**src/rtl/bus_arbiter_8.sv**
```systemverilog
// bus_arbiter_8: round-robin owner selection for the shared 8-bit tri-state
// data bus. Produces a registered one-hot (or zero) grant/oe set, inserts one
// dead turnaround cycle between owners and bounds the hold time of an owner
// while other sources are waiting.
module bus_arbiter_8 #(
   parameter int N        = 4,
   parameter int MAX_HOLD = 8
) (
   input  logic         clk,
   input  logic         rst_n,
   input  logic [N-1:0] req,
   output logic [N-1:0] grant,
   output logic [N-1:0] oe,
   output logic [2:0]   owner,
   output logic         busy
);

   localparam int RW = $clog2(N);
   localparam int HW = $clog2(MAX_HOLD + 1);

   localparam logic [1:0] IDLE  = 2'd0;
   localparam logic [1:0] GRANT = 2'd1;
   localparam logic [1:0] TURN  = 2'd2;

   logic [1:0]    state_reg, state_next;
   logic [N-1:0]  grant_reg, grant_next;
   logic [2:0]    owner_reg, owner_next;
   logic [HW-1:0] hcnt_reg, hcnt_next;
   logic [RW-1:0] rr_reg, rr_next;

   logic          found;
   logic [RW-1:0] win;
   logic [RW-1:0] rr_adv;
   logic [N-1:0]  win_onehot;
   logic          owner_req;
   logic          others_req;

   genvar gi;

   // Owner still requesting / anyone else waiting (grant_reg is one-hot or zero)
   assign owner_req  = |(req & grant_reg);
   assign others_req = |(req & ~grant_reg);

   // Round-robin search: first set request starting at rr, wrapping modulo N
   always_comb begin : search
      int idx;
      found = 1'b0;
      win   = '0;
      idx   = 0;
      for (int i = 0; i < N; i++) begin
         idx = int'(rr_reg) + i;
         if (idx >= N) idx = idx - N;
         if (!found && req[idx]) begin
            found = 1'b1;
            win   = RW'(idx);
         end
      end
   end

   // Pointer moves just past the winner so the winner becomes lowest priority
   assign rr_adv = (win == RW'(N - 1)) ? '0 : win + 1'b1;

   for (gi = 0; gi < N; gi++) begin : g_dec
      assign win_onehot[gi] = (win == RW'(gi));
   end

   // Next-state logic for IDLE / GRANT / TURN
   always_comb begin
      state_next = state_reg;
      grant_next = grant_reg;
      owner_next = owner_reg;
      hcnt_next  = hcnt_reg;
      rr_next    = rr_reg;
      case (state_reg)
         IDLE, TURN: begin
            // TURN behaves like IDLE for selection; its only job is the dead cycle
            if (found) begin
               state_next = GRANT;
               grant_next = win_onehot;
               owner_next = 3'(win);
               hcnt_next  = HW'(1);
               rr_next    = rr_adv;
            end else begin
               state_next = IDLE;
               grant_next = '0;
               owner_next = '0;
               hcnt_next  = '0;
            end
         end
         GRANT: begin
            if (!owner_req || (hcnt_reg == HW'(MAX_HOLD) && others_req)) begin
               // Release or preemption: drop all enables for one cycle
               state_next = TURN;
               grant_next = '0;
               owner_next = '0;
               hcnt_next  = '0;
            end else if (hcnt_reg != HW'(MAX_HOLD)) begin
               hcnt_next = hcnt_reg + 1'b1;
            end
         end
         default: begin
            state_next = IDLE;
            grant_next = '0;
            owner_next = '0;
            hcnt_next  = '0;
         end
      endcase
   end

   // State registers; reset clears enables immediately so the bus floats
   always_ff @(posedge clk or negedge rst_n) begin
      if (!rst_n) begin
         state_reg <= IDLE;
         grant_reg <= '0;
         owner_reg <= '0;
         hcnt_reg  <= '0;
         rr_reg    <= '0;
      end else begin
         state_reg <= state_next;
         grant_reg <= grant_next;
         owner_reg <= owner_next;
         hcnt_reg  <= hcnt_next;
         rr_reg    <= rr_next;
      end
   end

   assign grant = grant_reg;
   assign oe    = grant_reg;
   assign owner = owner_reg;
   assign busy  = |grant_reg;

endmodule

```
**config.mk**
```make
export PLATFORM = sky130hd
export DESIGN_NAME = bus_arbiter_8
export DESIGN_NICKNAME = d
export VERILOG_FILES = /design/src/rtl/bus_arbiter_8.sv
export SDC_FILE = /design/constraint.sdc
export NUM_CORES = 1
export LEC_CHECK = 0
export CAP_MARGIN = 20
export CORE_UTILIZATION = 49
export DETAILED_ROUTE_END_ITERATION = 8
export PLACE_DENSITY = 0.75
export SLEW_MARGIN = 5
export SYNTH_ARGS = -nofsm -noshare
export SYNTH_HDL_FRONTEND = slang
export SYNTH_SLANG_ARGS = --single-unit
```
**constraint.sdc**
```tcl
create_clock -name clk -period 2.14 [get_ports clk]
set_input_delay 0.428 -clock clk [delete_from_list [all_inputs] [get_ports clk]]
set_output_delay 0.428 -clock clk [all_outputs]
set_load 0.005 [all_outputs]
```
# ---- After elaboration in Yosys (flattened, before gate mapping)
# Cells that the tools add are included.
dict set report word_totals {
  reg_bits 15
  input_bits 6
  out_inout_bits 12
  word_cells 88
}
dict set report op_classes {
  addsub 9
  n_lt_le_gt_ge 8
  eq_ne 9
  mux 38
  bitwise_logic 3
  n_reduce_logical 16
}
# operator n
set op_table {}
lappend op_table {{$lt 32x4->1 const B} 4}
lappend op_table {{$mux 32} 4}
lappend op_table {{$mux 4} 4}
lappend op_table {{$pmux 4 s2} 2}
lappend op_table {{$mux 1} 14}
lappend op_table {{$mux 2} 7}
lappend op_table {{$reduce_or 4->1} 3}
lappend op_table {{$sub 3x3->4 const B} 3}
lappend op_table {{$ge 3x3->1 const B} 3}
lappend op_table {{$and 4x4->4} 2}
lappend op_table {{$bmux 1 s2} 4}
lappend op_table {{$add 2x2->3 const B} 2}
lappend op_table {{$eq 2x2->1 const B} 3}
lappend op_table {{$pmux 3 s2} 1}
lappend op_table {{$add 4x1->4 const B} 1}
lappend op_table {{$eq 2x1->1 const B} 2}
lappend op_table {{$eq 4x4->1 const B} 1}
lappend op_table {{$logic_and 1x1->1} 4}
lappend op_table {{$logic_not 1->1} 4}
lappend op_table {{$logic_not 2->1} 2}
lappend op_table {{$ne 4x4->1 const B} 1}
lappend op_table {{$not 4->4} 1}
lappend op_table {{$pmux 2 s2} 1}
lappend op_table {{$sub 2x3->4 const B} 1}
lappend op_table {{9 further kinds} 9}

# ---- Depth between registers and ports, before layout
dict set report depth {
  word_depth 18
  depth_mapped 8
  ltp_nobuf 6
}

# ---- Worst setup path after synthesis
# Ideal clock, no wire load.
dict set report synth_timing {
  path_type {input -> register}
  start {input port req[2]}
  end {register rr_reg[1]}
  setup_time_ns 0.125
  arrival_time_ns 1.490
  t_required_ns 2.015
  slack_ns 0.525
  cell_stages 6
  path_buffers 0
  cell_sequence {inv_1 -> o22ai_1 -> a211o_1 -> inv_1 -> ha_1 -> mux2_2}
}
dict set report synth_via {
  elab_chain_cells 15
  word_cells_on_any_way 30
  cone_classes {add/sub: 1; eq/ne: 1; mux: 21; reduce/logical: 7}
}
# element line
set synth_lines {}
lappend synth_lines {{from (decl)} 11} ;# input logic [N-1:0] req,
lappend synth_lines {{$bmux 1 s2} 53} ;# if (!found && req[idx]) begin
lappend synth_lines {{$mux 1 (implied by the code) (2 in series)} 53}
lappend synth_lines {{$mux 1} 53}
lappend synth_lines {{$logic_not 1->1} 53}
lappend synth_lines {{$logic_and 1x1->1} 53}
lappend synth_lines {{$mux 1} 53}
lappend synth_lines {{$logic_not 1->1} 53}
lappend synth_lines {{$logic_and 1x1->1} 53}
lappend synth_lines {{$mux 1} 53}
lappend synth_lines {{$logic_not 1->1} 53}
lappend synth_lines {{$logic_and 1x1->1} 53}
lappend synth_lines {{$mux 2 (*)} 53}
lappend synth_lines {{$add 2x1->2 or $eq 2x2->1 (tied branches)} 61} ;# assign rr_adv = (win == RW'(N - 1)) ? '0 : win + 1'b1;
lappend synth_lines {{$mux 2 (*)} 61}
lappend synth_lines {{net rr_adv[1]} 33} ;# logic [RW-1:0] rr_adv;
lappend synth_lines {{to (signal assigned)} 123} ;# rr_reg <= rr_next;
lappend synth_lines {{to (decl)} 29} ;# logic [RW-1:0] rr_reg, rr_next;
# The timed path passes the listed nets; every way through them passes the cells marked *. The select of a mux whose other input is x is not followed.
# A chain may end at the register's enable or synchronous reset.

# ---- Worst setup path after layout
dict set report layout_timing {
  start {register grant_reg[0] (netlist: grant[0])}
  end {output port busy}
}
dict set report layout_via {
  elab_chain_cells 1
}
# element line
set layout_lines {}
lappend layout_lines {{from (decl)} 26} ;# logic [N-1:0] grant_reg, grant_next;
lappend layout_lines {{from (signal assigned)} 120} ;# grant_reg <= grant_next;
lappend layout_lines {{$reduce_or 4->1} 130} ;# assign busy = |grant_reg;
lappend layout_lines {{to (decl)} 15} ;# output logic busy
# Every way passes these cells.

==> results.txt <==
----------------------------------------------------
[Yosys]
  Most area-hungry cell type in the Yosys netlist ... sky130_fd_sc_hd__dfrtp_1
  Synth cell types ... 37
  Post-Syn Area ... 853 sq um
  Average instance area after synthesis ... 10.8 sq um
  Share of synthesized area occupied by flip-flops and latches ... 0.411
  Post-synthesis instance total ... 79
  FF+latch count, synth ... 14
  Total number of yosys warnings ... 0
  Top cell type's share of synthesized area ... 0.411
  Synth area leaders ... sky130_fd_sc_hd__dfrtp_1 (41%), sky130_fd_sc_hd__ha_1 (8.8%), sky130_fd_sc_hd__buf_4 (5.3%)
  Syn Nets ... 91

[STA]
  Final max-slew violation count ... 0
  Final Cycle Share ... 0.925
  Fin Setup TNS ... 0 ns
  Slew of the pin with the lowest slew margin ... 0.628 ns
  Worst-case clock skew ... 0.00410 ns
  RSZ-0062 raised after global routing ... no
  Final setup violation count ... 0
  Final hold viol count ... 0
  Relative slew margins ... 0.580
  Min Clock Period, post-route ... 1.98 ns
  F_max ... 505 MHz

[Floorplan]
  Floorplan die width ... 43.7 um
  Die Outline Area ... 1910 sq um
  Initial cell density of the core ... 0.547
  Floorplan Core Area ... 1560 sq um
  Cell row count ... 14
  Height of the die ... 43.7 um
  I/O pins ... 18

[Clock network]
  Clock slew seen by the registers of the worst setup and hold paths ... 0.08 ns
  CTS Root Buffer Type ... sky130_fd_sc_hd__clkbuf_4
  Num CTS Buffers ... 3
  Skew-Pair Late Insertion Delay ... 0.28 ns
  Hold buffer count at CTS ... 0
  Clock net sink count ... 14
  Clock Path Buffers ... 2
  CTS H-tree depth ... 1
  CTS tree ... built

[Status]
  Violations in the final reports ... DRC
  Status ... finished with violations

[Setup path]
  Launch point of the worst reg-to-reg path ... hcnt_reg[0]
  Setup Crit Path Kind ... register to primary output
  Timing startpoint of the critical path ... grant[0]
  Endpoint type of the worst setup path ... primary output
  Register-to-register setup slack ... 0.44 ns
  Required arrival time at the worst endpoint ... 1.71 ns
  Kind of start point of the critical path ... register
  Data arrival time of the critical path ... 1.55 ns
  Maximum fanout along the worst path ... 6

[Placed design]
  Dpl cells ... 107
  Total half-perimeter wirelength after legalization and detailed placement ... 1200 um
  Placer congestion estimate ... 0.809
  Buffers added on ports ... 16

[Cells and area]
  Layout cells sized above 1 ... 0.128
  Top library cells by usage in the layout, fill and taps aside ... sky130_fd_sc_hd__clkdlybuf4s50_1 (15), sky130_fd_sc_hd__dfrtp_1 (13), sky130_fd_sc_hd__inv_1 (6), sky130_fd_sc_hd__ha_1 (6), sky130_fd_sc_hd__a22o_1 (5)
  Commonest non-fill, non-tap cell in the layout ... sky130_fd_sc_hd__clkdlybuf4s50_1
  Antenna cell count ... 0
  Non-filler cells in the finished layout ... 110
  Area added between synthesis and finish ... 19.8%
  Net count reported at finish ... 108
  Post-Route Utilization ... 0.656

[Route]
  DR vias ... 619
  DRT antenna net count ... 0
  Final routed wire length divided by cell count ... 14.4 um
  Final wirelength ... 1590 um
  Detail-routed via count per cell ... 5.63
  Violation count after the first detailed-route iteration ... 11
  Iteration count of the initial detailed-routing pass ... 6
  DRC violations left ... 3

[Global routing]
  Global-route congestion overflow total ... 0
  Vias in the first global route ... 597
  Global-route usage over all layers ... 0.201
  Global-route wire length before repair ... 2710 um
  Initial antenna violation count ... 0
  Pin count of the biggest net entering global routing ... 15

[Pwr]
  Worst vdd rail ir drop ... 0.700 mV
  Leakage ... 0.472 nW
  Post-route total power ... 1.23 mW
  Power density cells ... 1210 nW/um^2

[Job]
  Reported max-cap violation count ... 0

[Min path]
  Hold crit path type ... register to register
  Startpoint of the worst hold path ... owner[1]

----------------------------------------------------
final timing paths:
check,depth (start not counted),endpoint
setup / recovery,2,busy
hold / removal,1,owner[1]
setup reg to reg,7,state_reg[0]
hold reg to reg,1,owner[1]
max in group asynchronous,1,grant[0]
min in group asynchronous,1,rr_reg[0]
power breakdown:
part / internal, mW / switching (mW) / total (mW) / leakage (nW)
logic: 0.359 / 0.243 / 0.602 / 0.280
clock network: 0.0654 / 0.0838 / 0.149 / 0.0138
registers: 0.363 / 0.118 / 0.481 / 0.179
total: 0.788 / 0.444 / 1.23 / 0.472
metal layers:
layer  up-vias  wire [um]  track usage  part of all wire
met2        18        647        0.293              0.41
met5         -          0            0                 0
li1        308          -            -                 -
met1       291        815        0.266              0.51
met3         2        102       0.0458             0.064
met4         0         21        0.138             0.013
synth_stat cells, drive strengths merged:
cell type	instances
a22o	5
a22oi	2
o22ai	1
mux2i	1
xnor2	2
dfrtp	14
nor2b	4
or2	1
mux2	1
a21oi	2
conb	1
o21bai	1
or4	1
and2	1
a21boi	1
nand2	2
a21o	1
o22a	2
a211oi	1
and3b	1
nor2	1
inv	6
nand3	1
nand2b	2
and2b	3
buf	7
o2bb2ai	1
a31oi	2
o41ai	1
ha	6
nor3	1
a211o	1
and3	1
nor4	1
area by class of cell:
type	instances	area, sq um
multi-input cells	52	424
repair buffers	19	181
inverters	6	22.5
flip-flops and latches	14	352
clock buffers	3	22.5
well taps	16	20.0
fillers	121	537
cells by family after synthesis:
group | synth area share
and+or+nand+nor | 0.147
adders and majority gates | 0.0880
other | 0.00439
buffers and inverters | 0.0924
muxes | 0.0249
xor gates and xnor gates | 0.0205
DFF | 0.411
AOI/OAI and AO/OA | 0.213
timing repair:
| action | 4_1_cts | 5_1_grt |
|---|---|---|
| gates resized for setup | 2 | 0 |
| setup endpoints to repair | 1 | 0 |
| setup buffers | 0 | 0 |
worst max-delay path, cell delays in order, from the launching register on:
cell	delay [ns]
sky130_fd_sc_hd__dfrtp_2	0.45
sky130_fd_sc_hd__or4_1	0.53
sky130_fd_sc_hd__dlygate4sd2_1	0.28
metrics by stage:
| stage | instance area [sq um] | hold WS (ns) | setup WS, ns |
|---|---|---|---|
| floorplan | 853 | 0.132 | 0.525 |
| global placement | 1000 | 0.488 | -0.0286 |
| detailed placement | 1000 | 0.482 | -0.0184 |
| CTS | 1020 | 0.517 | 0.147 |
| global route | 1020 | 0.535 | 0.0996 |
| finish | 1020 | 0.514 | 0.161 |
(Power assumes the default switching activity.)
